<file path="src/rtl/bldc_commutator.sv">
// Six-step BLDC commutator: hall sync/filter, sector decode, signed PWM with
// shadowed duty, per-phase deadtime, brake/enable, hall fault and step counter.
module bldc_commutator #(
   parameter int unsigned PWM_WIDTH   = 10,
   parameter int unsigned DEADTIME    = 16,
   parameter int unsigned HALL_FILTER = 4,
   parameter int unsigned POS_WIDTH   = 16
) (
   input  logic                        CLK,
   input  logic                        reset,
   input  logic                        hall1,
   input  logic                        hall2,
   input  logic                        hall3,
   input  logic signed [PWM_WIDTH:0]   pwm,
   input  logic                        enable,
   input  logic                        brake,
   output logic [5:0]                  GATES,
   output logic [2:0]                  hall_state,
   output logic                        hall_fault,
   output logic signed [POS_WIDTH-1:0] position,
   output logic                        step_error,
   output logic                        period_tick
);

   localparam int unsigned FiltW = $clog2(HALL_FILTER + 1);
   localparam int unsigned DtW   = (DEADTIME > 0) ? $clog2(DEADTIME + 1) : 1;
   localparam logic [PWM_WIDTH-1:0] CntMax  = '1;
   localparam logic [FiltW-1:0]     FiltMax = FiltW'(HALL_FILTER);
   localparam logic [DtW-1:0]       DtMax   = DtW'(DEADTIME);
   localparam logic [2:0]           SecInv  = 3'd7;

   function automatic logic [2:0] sector_of(input logic [2:0] h);
      case (h)
         3'b101:  sector_of = 3'd0;
         3'b100:  sector_of = 3'd1;
         3'b110:  sector_of = 3'd2;
         3'b010:  sector_of = 3'd3;
         3'b011:  sector_of = 3'd4;
         3'b001:  sector_of = 3'd5;
         default: sector_of = SecInv;
      endcase
   endfunction

   logic [2:0]                  sync1_q, sync2_q, cand_q, cand_d, hall_q, hall_d;
   logic [FiltW-1:0]            filt_cnt_q, filt_cnt_d;
   logic                        qual_q, qual_d, hall_upd;
   logic signed [POS_WIDTH-1:0] pos_q, pos_d;
   logic                        step_err_q, step_err_d;
   logic [PWM_WIDTH-1:0]        pwm_cnt_q, pwm_cnt_d, mag_q, mag_d, mag_sat;
   logic                        dir_q, dir_d, pwm_on;
   logic signed [PWM_WIDTH:0]   pwm_neg;
   logic [PWM_WIDTH:0]          pwm_abs;
   logic [5:0]                  gates_q, gates_d, req, fwd_pat;
   logic [DtW-1:0]              dt_q [3];
   logic [DtW-1:0]              dt_d [3];
   logic [2:0]                  s_old, s_new, s_inc, s_dec, s_req;

   // Hall filter and step counter
   always_comb begin
      cand_d     = sync2_q;
      filt_cnt_d = filt_cnt_q;
      if (sync2_q != cand_q) begin
         filt_cnt_d = FiltW'(1);
      end else if (filt_cnt_q < FiltMax) begin
         filt_cnt_d = filt_cnt_q + FiltW'(1);
      end
      hall_upd = (filt_cnt_d == FiltMax) && ((sync2_q != hall_q) || !qual_q);
      hall_d   = hall_upd ? sync2_q : hall_q;
      qual_d   = qual_q | hall_upd;

      s_old      = sector_of(hall_q);
      s_new      = sector_of(sync2_q);
      s_inc      = (s_old == 3'd5) ? 3'd0 : s_old + 3'd1;
      s_dec      = (s_old == 3'd0) ? 3'd5 : s_old - 3'd1;
      pos_d      = pos_q;
      step_err_d = 1'b0;
      if (hall_upd && s_old != SecInv && s_new != SecInv && s_old != s_new) begin
         if (s_new == s_inc) begin
            pos_d = pos_q + POS_WIDTH'(1);
         end else if (s_new == s_dec) begin
            pos_d = pos_q - POS_WIDTH'(1);
         end else begin
            step_err_d = 1'b1;
         end
      end
   end

   // PWM counter and duty/direction shadows; -2^W wraps to 2^W unsigned, then saturates
   always_comb begin
      period_tick = (pwm_cnt_q == CntMax);
      pwm_cnt_d   = pwm_cnt_q + PWM_WIDTH'(1);
      pwm_neg     = -pwm;
      pwm_abs     = pwm[PWM_WIDTH] ? unsigned'(pwm_neg) : unsigned'(pwm);
      mag_sat     = pwm_abs[PWM_WIDTH] ? CntMax : pwm_abs[PWM_WIDTH-1:0];
      mag_d       = mag_q;
      dir_d       = dir_q;
      if (period_tick) begin
         mag_d = mag_sat;
         dir_d = pwm[PWM_WIDTH];
      end
      pwm_on = (pwm_cnt_q < mag_q);
   end

   // Request uses the next hall value so a fault blanks the gates on the same edge
   always_comb begin
      s_req = sector_of(hall_d);
      case (s_req)
         3'd0:    fwd_pat = 6'b100100;
         3'd1:    fwd_pat = 6'b100001;
         3'd2:    fwd_pat = 6'b001001;
         3'd3:    fwd_pat = 6'b011000;
         3'd4:    fwd_pat = 6'b010010;
         3'd5:    fwd_pat = 6'b000110;
         default: fwd_pat = 6'b000000;
      endcase
      req = 6'b000000;
      if (enable && qual_d && s_req != SecInv) begin
         if (brake) begin
            req = 6'b010101;
         end else if (pwm_on) begin
            // Reverse swaps high and low side within every phase
            req = dir_q ? {fwd_pat[4], fwd_pat[5], fwd_pat[2], fwd_pat[3], fwd_pat[0], fwd_pat[1]}
                        : fwd_pat;
         end
      end
   end

   // Per-phase deadtime: a gate may only rise after the pair has been idle DEADTIME cycles
   always_comb begin
      gates_d = '0;
      for (int p = 0; p < 3; p++) begin
         if (req[5-2*p] && !req[4-2*p] &&
             (gates_q[5-2*p] || (!gates_q[4-2*p] && dt_q[p] == DtMax))) begin
            gates_d[5-2*p] = 1'b1;
         end
         if (req[4-2*p] && !req[5-2*p] &&
             (gates_q[4-2*p] || (!gates_q[5-2*p] && dt_q[p] == DtMax))) begin
            gates_d[4-2*p] = 1'b1;
         end
         if (gates_d[5-2*p] || gates_d[4-2*p]) begin
            dt_d[p] = '0;
         end else if (dt_q[p] < DtMax) begin
            dt_d[p] = dt_q[p] + DtW'(1);
         end else begin
            dt_d[p] = dt_q[p];
         end
      end
   end

   always_ff @(posedge CLK) begin
      if (reset) begin
         sync1_q    <= '0;
         sync2_q    <= '0;
         cand_q     <= '0;
         filt_cnt_q <= '0;
         hall_q     <= '0;
         qual_q     <= 1'b0;
         pos_q      <= '0;
         step_err_q <= 1'b0;
         pwm_cnt_q  <= '0;
         mag_q      <= '0;
         dir_q      <= 1'b0;
         gates_q    <= '0;
         for (int p = 0; p < 3; p++) begin
            dt_q[p] <= '0;
         end
      end else begin
         sync1_q    <= {hall1, hall2, hall3};
         sync2_q    <= sync1_q;
         cand_q     <= cand_d;
         filt_cnt_q <= filt_cnt_d;
         hall_q     <= hall_d;
         qual_q     <= qual_d;
         pos_q      <= pos_d;
         step_err_q <= step_err_d;
         pwm_cnt_q  <= pwm_cnt_d;
         mag_q      <= mag_d;
         dir_q      <= dir_d;
         gates_q    <= gates_d;
         for (int p = 0; p < 3; p++) begin
            dt_q[p] <= dt_d[p];
         end
      end
   end

   assign GATES      = gates_q;
   assign hall_state = hall_q;
   assign hall_fault = qual_q && (sector_of(hall_q) == SecInv);
   assign position   = pos_q;
   assign step_error = step_err_q;

endmodule

</file>
<file path="config.mk">
export PLATFORM = sky130hd
export DESIGN_NAME = bldc_commutator
export DESIGN_NICKNAME = d
export VERILOG_FILES = /design/src/rtl/bldc_commutator.sv
export SDC_FILE = /design/constraint.sdc
export NUM_CORES = 1
export LEC_CHECK = 0
export CAP_MARGIN = 0
export CORE_ASPECT_RATIO = 0.6
export CORE_MARGIN = 2
export CORE_UTILIZATION = 40
export DETAILED_ROUTE_END_ITERATION = 16
export SLEW_MARGIN = 25
export SYNTH_ARGS = -nofsm -noshare
export SYNTH_HDL_FRONTEND = slang
export SYNTH_SLANG_ARGS = --single-unit
</file>
<file path="constraint.sdc">
create_clock -name CLK -period 11.4 [get_ports CLK]
set_input_delay 1.14 -clock CLK [delete_from_list [all_inputs] [get_ports CLK]]
set_output_delay 1.14 -clock CLK [all_outputs]
set_load 0.02 [all_outputs]
</file>
* Word level (Yosys, flattened, before mapping)
Memories as Yosys holds them, arrays and structs flattened. Index checks and enable logic that the tools add are counted.
Word-level totals: register bits 60, RAM bits 15, input port bits 18, output and inout bits 28, memories 1
Memories:
- dt_q | depth 3, width 5, read ports 3, clocked after memory_dff 0, wr ports 3, line 54 | logic [DtW-1:0] dt_q [3];
Operators by class: add/subtract/negate cells 10, order comparisons 5, equality and inequality tests 38, mux-type cells 36, bitwise operators 5, reduce and logical (&&, ||, !) cells 53
Operators with widths (count):
- $pmux W3 S6 | 3
- $mux W5 | 9
- $eq A3 B3 Y1 const B | 14
- $pmux W6 S6 | 1
- $mux W16 | 2
- $logic_and A1 B1 Y1 | 25
- $eq A3 B2 Y1 const B | 8
- $mux W6 | 4
- $add A16 B2 Y16 const B | 1
- $sub A16 B2 Y16 const B | 1
- $add A5 B1 Y5 const B | 3
- $eq A5 B5 Y1 const B | 3
- $lt A5 B5 Y1 const B | 3
- $mux W3 | 5
- $logic_not A1 Y1 | 13
- $eq A3 B1 Y1 const B | 4
- $mux W11 | 1
- $neg A11 Y11 | 1
- $add A10 B1 Y10 const B | 1
- $eq A10 B10 Y1 const B | 1
- $logic_or A1 B1 Y1 | 10
- $lt A10 B10 Y1 | 1
- $mux W1 | 10
- $mux W10 | 1
- 12 further kinds | 22

* Logic depth before layout (Yosys ltp)
Gate-level depths: netlist of run 1.
depth in word-level cells 21, depth in mapped cells 16, gate-level depth less buffers 14

* Least setup slack after synthesis of run 1
Ideal clock, no wire load.
kind reg-to-reg, start point reg hall_q[0], in the netlist hall_state[0], end point reg pos_q[15], in the netlist position[15], setup time 70 ps, data arrival time 4057 ps, path slack 7272 ps, cell stages (with the launch flop) 17, path buffers 2, clock period less this slack 4128 ps, cells stage by stage dfxtp_1 -> buf_2 -> inv_1 -> mux2i_1 -> ha_1 -> o21ai_0 -> a21oi_1 -> a2111o_1 -> ha_1 -> clkbuf_1 -> a21o_1 -> a2111o_1 -> a31o_2 -> a311oi_1 -> xor2_1 -> or3_1 -> a21oi_1
Between the ends: word-level cells in the longest chain between the ends 7, elaborated cells between the ends (all ways) 26, those cells by class add/sub (2); eq/ne (12); mux (4); reduce/logical (8)
RTL lines:
- from (decl) | line 44 | logic [2:0] sync1_q, sync2_q, cand_q, cand_d, hall_q, hall_d;
- from (signal assigned) | line 172 | hall_q <= hall_d;
- $eq A3 B1 Y1 (tied with other cells) | line 33 | case (h)
- $pmux W3 S6 / $logic_or A1 B1 Y1 (equally long branches) | line 33, 67
- $add A3 B1 Y3 (tied with other cells) | line 73 | s_inc = (s_old == 3'd5) ? 3'd0 : s_old + 3'd1;
- $mux W3 (tied with other cells) | line 73
- $eq A3 B3 Y1 (tied with other cells) | line 78 | if (s_new == s_inc) begin
- $reduce_bool A2 Y1 (no source line) / $logic_and A1 B1 Y1 (equally long branches)
- $reduce_and A2 Y1 (no source line)
- to (signal assigned) | line 174 | pos_q <= pos_d;
- to (decl) | line 47 | logic signed [POS_WIDTH-1:0] pos_q, pos_d;
Several ways; a longest one is shown, not always the timed one. A chain may end at the register's enable or synchronous reset.

* Worst setup path in the final report of run 1
start point reg hall_q[2], in the netlist hall_state[2], end point reg pos_q[15], in the netlist position[15]
The elaborated chain is that of the path after synthesis.

==> results of run 1 <==
## layer usage
| metal | track usage | vias to the layer above |
|---|---|---|
| met5 | 0 | - |
| met4 | 0.0570 | 0 |
| met3 | 0.0492 | 17 |
| met2 | 0.266 | 90 |
| met1 | 0.273 | 1898 |
| li1 | - | 2073 |
## area by class of cell
type,count,area [sq um],share of cell area
Clock inverter,3,47.5,0.00858
Clock buffer,13,250,0.0452
Tap cell,160,200,0.0361
Inverter,26,97.6,0.0176
Sequential cell,75,1500,0.271
Multi-Input combinational cell,426,3000,0.541
Timing Repair Buffer,45,448,0.0808
## final timing paths
check	end	slack, ns	cells past startpoint
min	cand_d[2]	0.45	1
max reg2reg	position[15]	6.94	14
min reg2reg	cand_d[2]	0.45	1
max	position[15]	6.94	14
## sequential cells by signal, indices dropped and copies added (netlist names)
| name | cells |
|---|---|
| step_error | 1 |
| dt_q | 15 |
| pwm_cnt_q | 10 |
| GATES | 6 |
| mag_q | 10 |
| filt_cnt_q | 3 |
| cand_d | 3 |
| dir_q | 1 |
| position | 16 |
| sync1_q | 3 |
| qual_q | 1 |
| cand_q | 3 |
| hall_state | 3 |
## Yosys cell counts, drive strengths merged (3+ instances only)
cell type	count	area share
dfxtp	75	0.32
nor2	48	0.038
a21oi	42	0.046
ha	33	0.088
o21ai	33	0.035
nor3	28	0.030
inv	26	0.021
nand2	23	0.018
xor2	23	0.043
nand3	20	0.022
nor2b	20	0.027
xnor2	19	0.037
mux2i	15	0.032
buf	11	0.016
clkbuf	10	0.0080
and3	9	0.013
nand2b	8	0.011
a21o	7	0.011
nand4	7	0.0093
o31ai	7	0.012
a31oi	6	0.0080
or3	6	0.0080
a311oi	4	0.013
and2	4	0.0053
o2111ai	4	0.0075
o211ai	4	0.0075
o21a	4	0.0064
a41oi	3	0.0056
nand4b	3	0.0056
o21bai	3	0.0048
## logic make-up after synthesis
group,count (synthesis),share of synthesized area
simple gates,192,0.218
mux,17,0.0415
xor+xnor,42,0.0798
buf+inv,47,0.0444
flops,75,0.319
fa+ha+maj,34,0.0921
compound gates,141,0.205
## placed cells by master, fill, tap and decap left out, types with 3 or more instances in the layout
cell type and n:
sky130_fd_sc_hd__o211ai_1 3, sky130_fd_sc_hd__clkbuf_1 3, sky130_fd_sc_hd__a41oi_1 3, sky130_fd_sc_hd__clkbuf_16 9, sky130_fd_sc_hd__nand4b_1 3, sky130_fd_sc_hd__nor2b_1 20
sky130_fd_sc_hd__dfxtp_1 75, sky130_fd_sc_hd__o21ai_0 32, sky130_fd_sc_hd__clkdlybuf4s50_1 44, sky130_fd_sc_hd__mux2i_1 15, sky130_fd_sc_hd__nand3_1 19, sky130_fd_sc_hd__a21oi_1 41
sky130_fd_sc_hd__or3_1 6, sky130_fd_sc_hd__and3_1 8, sky130_fd_sc_hd__o21a_1 4, sky130_fd_sc_hd__a31oi_1 6, sky130_fd_sc_hd__xnor2_1 18, sky130_fd_sc_hd__nand2b_1 8
sky130_fd_sc_hd__o2111ai_1 4, sky130_fd_sc_hd__o21bai_1 3, sky130_fd_sc_hd__nor3_1 27, sky130_fd_sc_hd__nand2_1 23, sky130_fd_sc_hd__ha_1 33, sky130_fd_sc_hd__o31ai_1 6
sky130_fd_sc_hd__xor2_1 23, sky130_fd_sc_hd__and2_1 3, sky130_fd_sc_hd__nand4_1 7, sky130_fd_sc_hd__inv_1 26, sky130_fd_sc_hd__a21o_1 7, sky130_fd_sc_hd__nor2_1 48
## metrics by stage
step	worst slack [ns]	cells	cell area (sq um)	util
2_1_floorplan	7.27	548	4700	-
3_5_place_dp	6.97	732	5240	0.460
5_1_grt	6.69	748	5540	0.487
3_3_place_gp	7.06	732	5240	0.460
4_1_cts	6.95	748	5530	0.487
6_report	6.94	748	5540	0.487
## power by group through the flow
| stage | Clock [mW] | Combinational, mW | Sequential (mW) |
|---|---|---|---|
| final | 0.286 | 0.0502 | 0.275 |
| after global routing | 0.308 | 0.0562 | 0.276 |
| after CTS | 0.295 | 0.0502 | 0.275 |
| after detailed placement | 0 | 0.0498 | 0.281 |
| after global placement | 0 | 0.0485 | 0.281 |
| after floorplan | 0 | 0.0365 | 0.278 |
## critical path: cells and delay by family, from the launching register on
family                   cells  cell delay (ns)
AO/OA/AOI/OAI                9             2.26
XOR/XNOR                     1             0.11
adder cells (fa/ha/maj)      2             0.83
flip-flops                   1             0.65
AND/OR/NAND/NOR              2             0.52
==> metrics list, run 1 <==
- The flow ran to the end, and the final reports show no timing, DRC or antenna violations.
- Total power for the finished layout comes to 0.612 mW.
- Vias per std cell: 5.45
- In the final routing, the length of wire on met1 measures 5870 um.
- After synthesis the netlist holds a flip-flop and latch count of 75.
* Max Slew Vio Count: 0
* Number of iterations in the first detailed-routing pass: 5
- The floorplan step defined a die boundary enclosing 12700 sq um.
- Type of element capturing the critical path: register
* Most used DFF post-synth: sky130_fd_sc_hd__dfxtp_1
- TritonCTS built the clock tree.
- Hold_buf cts: 0
- Worst Max-Slew Pin Slew: 0.735 ns
* Worst Hold Class: register to register
* Fraction of power consumed by the clock network: 0.468
- Power density over the cells: 110 nW/um^2
* Source of the worst register-to-register timing path: hall_state[2]
* Stage delay of the slowest cell on the critical path: 0.70 ns
- For the final database, setup skew stands at 0.00475 ns.
- Maximum vdd ir drop: 0.0000756 V
- Signal routing reaches up to met4.
- Routed met3 length: 529 um
- Worst hold start: sync1_q[2]
- The detailed router placed 4078 vias in this run.
- The floorplan has 30 rows.
- Maximum level of the CTS H-tree: 3
* Routability-driven placement congestion ratio: 0.834
- The worst setup path is launched from a register.
- STA puts the critical path data required time at 11.66 ns.
- First-pass GRT wire length: 18600 um
- TritonCTS created 9 clock buffers.
- After detailed routing, the number of remaining DRC violations is 0.
- Leakage: 2.10 nW
* Number of distinct library cells after synthesis: 73
* Crit share post-route: 0.391
- Die Width: 144 um
* IO Port Bufs: 45
* Logic pwr share: 0.082
* Vias in the first global route: 3733
* Series of cell instances along the critical path: nand3_1 -> o21ai_0 -> ha_1 -> o21ai_0 -> a21oi_1 -> a2111o_1 -> ha_1 -> a21o_1 -> a2111o_1 -> a31o_2 -> a311oi_1 -> xor2_1 -> or3_1 -> a21oi_1
- Setup violations remaining at the end of the flow were counted as 0.
* Half-perimeter wire length of the detailed placement result: 8130 um
* Fin. Hold Viols: 0
- Detailed route wirelength on metal2: 4570 um
* Max-cap check violation count: 0
* Slew headroom: 0.508
- The number of setup buffers added after CTS is 0.
- For this run, the register share of the synthesized area comes to 0.319.
* Clock tree buffer depth: 2
- CTS placed an instance of sky130_fd_sc_hd__clkbuf_16 at the clock tree root.
- Final WL: 11100 um
- Switching power as a share of total power: 0.237
- During synthesis, Yosys emitted a total of 0 warnings.
- The tree built by TritonCTS fans out to 75 sinks.
- At the worst endpoint, the arrival time is 4.72 ns.
- Entering global routing, the biggest net connects 56 pins.
- After technology mapping, the gate count stands at 548.
- For this run, the post-layout net count is 635.
- For this design the total switching power over the nets is 0.145 mW.
- For the worst-skew pair, the clock arrives at the later sink with an insertion delay of 0.33 ns.
- The tightest hold path in the finished design has a slack of 0.449 ns.
* Number of enable-type register cells in the synthesized netlist: 0
- After clock tree synthesis, the clock-pin slew on the worst setup and hold paths is 0.06 ns.
- The repair_antennas step left the layout with diodes totalling 0.
* Initial antenna violation count: 0
- Share of cells above drive strength 1: 0.0527
- In this run the vertical extent of the chip is 88.0 um.
* Layout fillers: 1075
- Of the total power, registers draw 0.450.
* Overall routing resource usage: 0.186
- In the synthesized netlist the async set-or-reset flop fraction comes to 0.
* Mean Syn Cell Area: 8.58 sq um
- Post-cts repair resize count: 0
- Overflow after GRT: 0
- IO Pins: 46
- Setup total negative slack on the finished layout was measured at 0 ns.
- Tracing the worst setup path back leads to its startpoint at hall_state[2].
* Layout overhead on the synthesized area: 17.9%
* Maximum operating frequency: 224 MHz
- Detailed-route wire length per cell: 14.9 um
* Starting density of the core: 0.413
- Power Internal: 0.467 mW
* Min Clock Period, post-route: 4.46 ns
- In this run, the number of DRC markers left after iteration 0 of detailed routing was 305.
- The slowest stage of the critical path belongs to the cell sky130_fd_sc_hd__a2111o_1.
- Synth Net Count: 600
* Number of nets with antenna violations after routing: 0
- The worst setup path is of the register to register kind.
* Post-synth design cell area: 4700 sq um
- In this run the standard cell core region covers 11400 sq um.
* RSZ-0062 raised after global routing: false
- In this run the worst path has a maximum fanout of 16.
No activity file was read; power rests on OpenSTA's default activity.
==> run 2, diff against run 1 <==
==> constraint.sdc (replaced) <==
create_clock -name CLK -period 4.61 [get_ports CLK]
set_input_delay 0.461 -clock CLK [delete_from_list [all_inputs] [get_ports CLK]]
set_output_delay 0.461 -clock CLK [all_outputs]
set_load 0.02 [all_outputs]
==> run 2 against run 1 <==
Compared with the run above: worst setup slack worse by 6.5 ns; clock-buffer cell count is 1 lower; sequential power up 150%; design area up 0.63%; highest routed layer unchanged.
==> metrics list, run 2 (synthesis gave the netlist of run 1 again) <==
- The flow ran to the end, and the final reports show no timing, DRC or antenna violations.
* Maximum vdd ir drop: 0.000196 V
- OpenSTA, run right after detailed placement, puts the worst setup slack at 0.558 ns.
- Type of element capturing the critical path: register
- Smallest setup slack after layout: 0.466 ns
- Power density over the cells: 275 nW/um^2
* Leakage: 2.12 nW
- For the pin with the worst max-slew slack, the measured transition is 0.736 ns.
- Logic pwr share: 0.081
* Arrival @ worst endpoint: 4.33 ns
* Hold_buf cts: 0
* Floorplan core area: 11400 sq um
- Crit path top cell by count: sky130_fd_sc_hd__o21ai_0
- In the final layout, the share of cells above drive strength 1 is 0.0610.
- Power Internal: 1.18 mW
- The clock passes through at most 2 buffers.
- Switching power as a share of total power: 0.232
- Clock insertion delay at the later pin of the skew report: 0.33 ns
- The final route contains 4076 vias.
- First-pass GRT wire length: 18300 um
* Commonest cells after routing, fill and taps aside: 75 x sky130_fd_sc_hd__dfxtp_1, 48 x sky130_fd_sc_hd__nor2_1, 44 x sky130_fd_sc_hd__clkdlybuf4s50_1
- Overall routing resource usage: 0.179
- Startpoint type of the worst setup path: register
* Most common cell after layout, fill and taps aside: sky130_fd_sc_hd__dfxtp_1
* Vias per std cell: 5.43
- After legalization and detailed placement, the total HPWL measured 8120 um.
* DRC violation total after the first TritonRoute iteration: 312
- Once the clock tree was built, the setup fixing pass inserted 0 buffers.
- Layout overhead on the synthesized area: 18.6%
* Final WL: 11000 um
- Crit share post-route: 0.899
* Die Width: 144 um
* Switching power of the nets: 0.355 mW
- Setup-violating endpoint count in the final report: 0
* Layout fillers: 1075
- # diodes: 0
* Worst Hold Class: register to register
- Derived from the worst setup path, the maximum achievable clock frequency is 241 MHz.
* Starting density of the core: 0.413
- Max-cap check violation count: 0
- Across all register-to-register paths, the minimum setup slack is 0.47 ns.
- For this design the top-level I/O count stands at 46.
- Clock buffer count from CTS: 9
* IO Port Bufs: 45
* Min Clock Period, post-route: 4.14 ns
- The first TritonRoute pass finished after 5 iterations.
- Number of nets with antenna violations after routing: 0
- RSZ-0062 raised after global routing: false
* TritonCTS clock tree: yes
- Clock tree sinks: 75
* Die extent in y: 88.0 um
- After routing, the total negative slack on setup checks comes to 0 ns.
- Clock root cell: sky130_fd_sc_hd__clkbuf_16
* Series of cell instances along the critical path: nand3_1 -> o21ai_0 -> ha_1 -> o21ai_0 -> a21oi_1 -> a2111o_1 -> buf_4 -> ha_1 -> a211oi_1 -> o21ai_0 -> a311oi_1 -> o31ai_1 -> a21oi_1 -> xor2_1 -> o31ai_1
- Required time at the worst-slack endpoint: 4.80 ns
* Max reg flops: 16
* Post-cts repair resize count: 0
* Clock input transition at the sequential cells of the worst setup and hold paths: 0.06 ns
- Residual DRC: 0
- The total overflow left after global routing is 0.
- Fraction of power consumed by the clock network: 0.475
- After detailed routing, the average wire length per cell comes to 14.7 um.
- Post-layout nets: 638
- The clock arrives with 0.00520 ns of skew.
* Initial antenna violation count: 0
- The initialized floorplan defines 30 standard-cell rows.
- Fin. Hold Viols: 0
- Part of the power in registers: 0.444
- Vias in the first global route: 3747
- Maximum level of the CTS H-tree: 3
* Slew headroom: 0.509
* Worst hold slack after final layout: 0.435 ns
* Slowest stage cell on the critical path: sky130_fd_sc_hd__dfxtp_1
- Worst-path maximum fanout: 15
* Max Slew Vio Count: 0
- Type of the worst setup path: register to register
- The die covers 12700 sq um.
- Routability-driven placement finished with a final weighted congestion of 0.883.
- Pin count of the biggest net entering global routing: 56
- Stage delay of the slowest cell on the critical path: 0.65 ns
-- run 2: path summary, 6_finish.rpt --
kind	from	end	cells after the start
worst max-delay path	hall_state[2]	position[11]	15
worst max register to register	hall_state[2]	position[11]	15
worst min-delay path	sync1_q[0]	cand_d[0]	1
worst min register to register	sync1_q[0]	cand_d[0]	1
-- run 2: critical path: cells and delay by family (launching register included) --
kind	cells	cell delay (ns)
AOI/OAI and AO/OA	10	2.07
DFF	1	0.65
adders and majority gates	2	0.63
xor gates and xnor gates	1	0.22
buffers and inverters	1	0.21
and+or+nand+nor	1	0.19
-- run 2: final cells by class --
class | instances | area [sq um] | area share
clock buffer | 12 | 267 | 0.0478
clock inverter | 3 | 46.3 | 0.00830
inverter | 26 | 97.6 | 0.0175
multi-input combinational | 426 | 3000 | 0.537
sequential | 75 | 1500 | 0.269
tap | 160 | 200 | 0.0359
timing repair buffer | 48 | 468 | 0.0839
-- run 2: metrics by stage --
step | total power, mW | utilization | area, sq um | std cells
after detailed placement | 0.819 | 0.462 | 5260 | 735
after global routing | 1.60 | 0.490 | 5580 | 750
after floorplan | 0.779 | - | 4700 | 548
after global placement | 0.815 | 0.462 | 5260 | 735
final | 1.53 | 0.490 | 5580 | 750
after CTS | 1.55 | 0.490 | 5570 | 750
-- run 2: per-layer routing --
metal  routed length [um]  global-route usage
met5                    0                   0
met4                   65              0.0365
met3                  438              0.0394
met2                 4550               0.262
met1                 5960               0.270
-- run 2: power by group through the flow --
| stage | Clock, mW | Sequential (mW) | Combinational, mW |
|---|---|---|---|
| 2_1_floorplan | 0 | 0.688 | 0.0903 |
| 3_3_place_gp | 0 | 0.695 | 0.120 |
| 3_5_place_dp | 0 | 0.696 | 0.123 |
| 4_1_cts | 0.746 | 0.681 | 0.124 |
| 5_1_grt | 0.774 | 0.685 | 0.140 |
| 6_report | 0.729 | 0.682 | 0.124 |
==> variant 1 (settings of run 2) <==
Set the parameter `PWM_WIDTH` to 8 (it was 10).
--- a/src/rtl/bldc_commutator.sv
+++ b/src/rtl/bldc_commutator.sv
@@ -3,3 +3,3 @@
 module bldc_commutator #(
-   parameter int unsigned PWM_WIDTH   = 10,
+   parameter int unsigned PWM_WIDTH   = 8,
    parameter int unsigned DEADTIME    = 16,
Interface: changed (resized pwm); port bits go from 46 to 44. No check against the original RTL was run, so the function may have changed too.
==> variant 1 against run 2 <==
Count of clock-buffer cells in the layout shrank 2. Total power shrank 1.5%. Design area shrank 8.1%. Clock power grew 4.0%. Maximum frequency grew 0.22%. Sequential cell count shrank 4. Wire length shrank 11%. Synthesized cell count shrank 10%. Final cell count shrank 9.9%. Worst setup slack gained 9.2 ps. Area after synthesis shrank 9.8%. Critical path type unchanged. Highest routed layer unchanged.
==> variant 1: results (changes against run 2) <==
Yosys
  – Top post-synthesis cells by area: dfxtp_1, ha_1, xor2_1
  – Most frequent cells after synthesis: dfxtp_1, nor2_1, nand2_1
  – Post-Syn Nets: 540 (-10%)
  – Seq/Total Area, Yosys: 0.335 (+0.0158)

Global routing
  – Vias in the first global route: 3,371 (-10%)
  – First-pass GRT wire length: 16,600 um (-9.6%)
  – Maximum number of pins on one net before global-route repair: 50 (-11%)

Cells and area
  – Final net count: 580 (-9.1%)
  – Share of layout cells above drive strength 1: 0.0615 (+0.000436)
  – Fillers: 991 (-7.8%)

Min path
  – Hold Crit Start: sync1_q[1]

Drt
  – Met2 wire length: 3960 um (-13%)
  – WL met3: 465 um (+6.2%)
  – Iter 0 DRT Violations: 239 (-23%)
  – Mean routed wirelength per cell: 14.5 um (-1.6%)
  – Met1 WL: 5230 um (-12%)
  – DR vias/cell: 5.27 (-3.0%)

Place
  – Final Wtd Congestion: 0.888 (+0.59%)
  – Dpl cell area: 4800 um2 (-8.6%)
  – I/O Buffers: 43 (-4.4%)

STA
  – Relative slew slack: 0.561 (+0.0516)

Worst setup path
  – Critical Path Fanout Max: 11 (-4)
  – RR Startpoint: hall_state[1]
  – Arr. time, crit path: 4410 ps (+80 ps)

Run status
  – Status: completed

Pwr
  – Leakage: 0.00206 uW (-3.3%)
  – Peak supply drop: 0.196 mV (about the same)
[variant 1: cell types whose count changed in the layout (fill, tap and decap cells not counted), sizes merged, moves of 10 or more]
cell,before,now
a21oi,42,26
nand3,20,8
o21ai,33,21
nand2,23,33
[variant 1: stage by stage]
| stage | setup slack, ps | hold slack [ps] | cells |
|---|---|---|---|
| after global routing | 230 | 462 | 676 |
| final | 475 | 436 | 676 |
| after detailed placement | 538 | 425 | 660 |
| after CTS | 509 | 439 | 676 |
| after floorplan | 267 | 414 | 492 |
| after global placement | 676 | 422 | 660 |
[variant 1: where the power goes]
| part | switching, uW | internal (uW) |
|---|---|---|
| combinational | 56.5 | 53.0 |
| sequential | 15.5 | 629 |
| clock | 280 | 477 |
| total | 352 | 1160 |
[variant 1: final timing paths]
path	cells past startpoint	to
hold reg to reg	1	cand_d[1]
hold / removal	1	cand_d[1]
setup / recovery	13	position[15]
setup reg to reg	13	position[15]
[variant 1: worst max-delay path: stages (launching register included)]
cell       delay, ps
dfxtp_1          520
nand2b_1         140
nor2b_1          160
ha_1             400
a221o_1          360
a221o_1          410
ha_1             360
a21o_1           250
a2111oi_0        450
nor2_1           100
o32a_1           350
xnor2_1          130
or3_1            310
a21oi_1          140
[variant 1: area by class of cell]
cell class / count / area (um2) / area share
inverters: 21 / 78.8 / 0.0154
well taps: 139 / 174 / 0.0339
clock buffers: 10 / 229 / 0.0447
multi-input cells: 379 / 2650 / 0.516
clock inverters: 6 / 93.8 / 0.0183
flip-flops and latches: 71 / 1420 / 0.277
repair buffers: 50 / 483 / 0.0942
[variant 1: logic make-up after synthesis]
kind of cell               Yosys count  share of synthesized area
and+or+nand+nor                    178                      0.218
AOI/OAI and AO/OA                  111                      0.176
buffers and inverters               42                     0.0407
xor gates and xnor gates            40                     0.0826
adders and majority gates           32                     0.0962
DFF                                 71                      0.335
muxes                               18                     0.0519
[variant 1: metal layers]
layer	vias to the layer above	track usage
met1	1641	0.271
li1	1834	-
met2	79	0.253
met4	0	0.0553
met3	9	0.0492
met5	-	0
==> variant 2 (settings of run 2) <==
Without the edit above. Register the output `position` once more, with the module's reset; this adds one clock of latency there. The other outputs are not delayed to match.
--- a/src/rtl/bldc_commutator.sv
+++ b/src/rtl/bldc_commutator.sv
@@ -188,3 +188,9 @@
    assign hall_fault = qual_q && (sector_of(hall_q) == SecInv);
-   assign position   = pos_q;
+   always_ff @(posedge CLK) begin
+      if (reset) begin
+         position <= '0;
+      end else begin
+         position <= pos_q;
+      end
+   end
    assign step_error = step_err_q;
Function: no difference found for any inputs over 10 cycles, from zero or initial values and one cycle with reset high; that may be too few to reach the edited logic, so the function may still have changed.
==> variant 2 against run 2 <==
Design area is 4.6% higher. Synthesized cell count is 2.7% higher. Total power is 8.9% higher. Critical endpoint is now pos_q[15]. First-iteration DRC count is 27% lower. Count of clock-buffer cells in the layout is 1 lower. Worst setup slack worse by 130 ps. Wire length is 1.7% lower. Area after synthesis is 5.2% higher. Sequential cell count is 16 higher. Critical path type unchanged.
==> variant 2: results (changes against run 2) <==
Place
  – Placed instance count: 758 (+3.1%)
  – DP Wirelength: 8040 um (-1.1%)
  – Final Wtd Congestion: 0.882 (-0.15%)
  – Setup WS pre-CTS: 281 ps (-277 ps)
  – Dpl cell area: 5540 um2 (+5.3%)

Yosys
  – Seq/Total Area, Yosys: 0.368 (+0.0490)
  – Synth unique cells: 62 (-15%)
  – Post-Syn Instances: 563 (+2.7%)
  – Top post-synthesis cells by area: dfxtp_1, ha_1, mux2i_1
  – Post-Syn Nets: 615 (+2.5%)
  – Syn_area_per_cell: 8.79 um2 (+2.4%)
  – Most frequent cells after synthesis: dfxtp_1, nor2_1, ha_1

Drt
  – Mean routed wirelength per cell: 14.0 um (-4.7%)
  – Iter 0 DRT Violations: 229 (-27%)
  – Routed WL: 10,800 um (-1.7%)
  – Routed vias: 4,056 (-0.49%)

Cells and area
  – Biggest regs: pos_q x16, position x16, dt_q x15
  – Multi-input combinational area share: 0.499 (-0.0379)
  – Multi-input gates: 423 (-0.70%)
  – Clkbuf count: 11 (-1)
  – Non-clock buffering overhead: 0.0841 (+0.000153)
  – FF/Latch Area: 1820 um2 (+21%)
  – Non-clk invs: 28 (+7.7%)
  – Seq/total area: 0.312 (+0.0432)
  – Layout clock area frac: 0.0506 (-0.00548)
  – Fillers: 1,120 (+4.2%)
  – Share of layout cells above drive strength 1: 0.0608 (-0.000262)
  – Final net count: 656 (+2.8%)

Worst setup path
  – Arr. time, crit path: 4500 ps (+170 ps)
  – Critical Path Fanout Max: 8 (-7)
  – Internal reg-to-reg setup slack: 340 ps (-130 ps)
  – CP peak stage delay: 470 ps (-180 ps)
  – Worst Reg-to-Reg Cells: 17 (+2)
  – Worst r2r dst: pos_q[15]
  – Crit path launch: hall_state[1]

Global routing
  – First-pass GRT wire length: 18,100 um (-1.3%)
  – Total global-route track usage: 0.164 (-0.0151)
  – Vias in the first global route: 3,732 (-0.40%)
  – Maximum number of pins on one net before global-route repair: 42 (-25%)

CTS
  – Clock sink count: 91 (+21%)

STA
  – Relative slew slack: 0.264 (-0.246)
  – Worst clock skew: 7.14 ps (+1.95 ps)
  – Highest Clock Rate: 234 MHz (-3.0%)
  – Hold_ws: 437 ps (+2.60 ps)

Run status
  – Status: completed

Pwr
  – Peak supply drop: 0.154 mV (-21%)
  – Leakage: 0.00224 uW (+5.3%)

Min path
  – Hold Crit Start: sync1_q[0]
-- variant 2: kinds of logic (layout without fill, tap and decap cells) --
| group | count (synthesis) | count (layout) | synth area share |
|---|---|---|---|
| muxes | 25 | 25 | 0.0508 |
| buffers and inverters | 49 | 95 | 0.0438 |
| adders and majority gates | 34 | 34 | 0.0875 |
| AOI/OAI and AO/OA | 115 | 115 | 0.155 |
| xor gates and xnor gates | 42 | 42 | 0.0759 |
| DFF | 91 | 91 | 0.368 |
| and+or+nand+nor | 207 | 207 | 0.219 |
-- variant 2: where the power goes --
group | internal, uW | switching, uW
clock | 432 | 297
sequential | 801 | 17.6
combinational | 53.3 | 69.3
-- variant 2: metal layers --
| layer | global-route usage | vias to the layer above | share of wire |
|---|---|---|---|
| met5 | 0 | - | 0 |
| met4 | 0.0361 | 0 | 0.011 |
| met3 | 0.0426 | 17 | 0.055 |
| met2 | 0.233 | 108 | 0.40 |
| met1 | 0.247 | 1847 | 0.54 |
| li1 | - | 2084 | - |
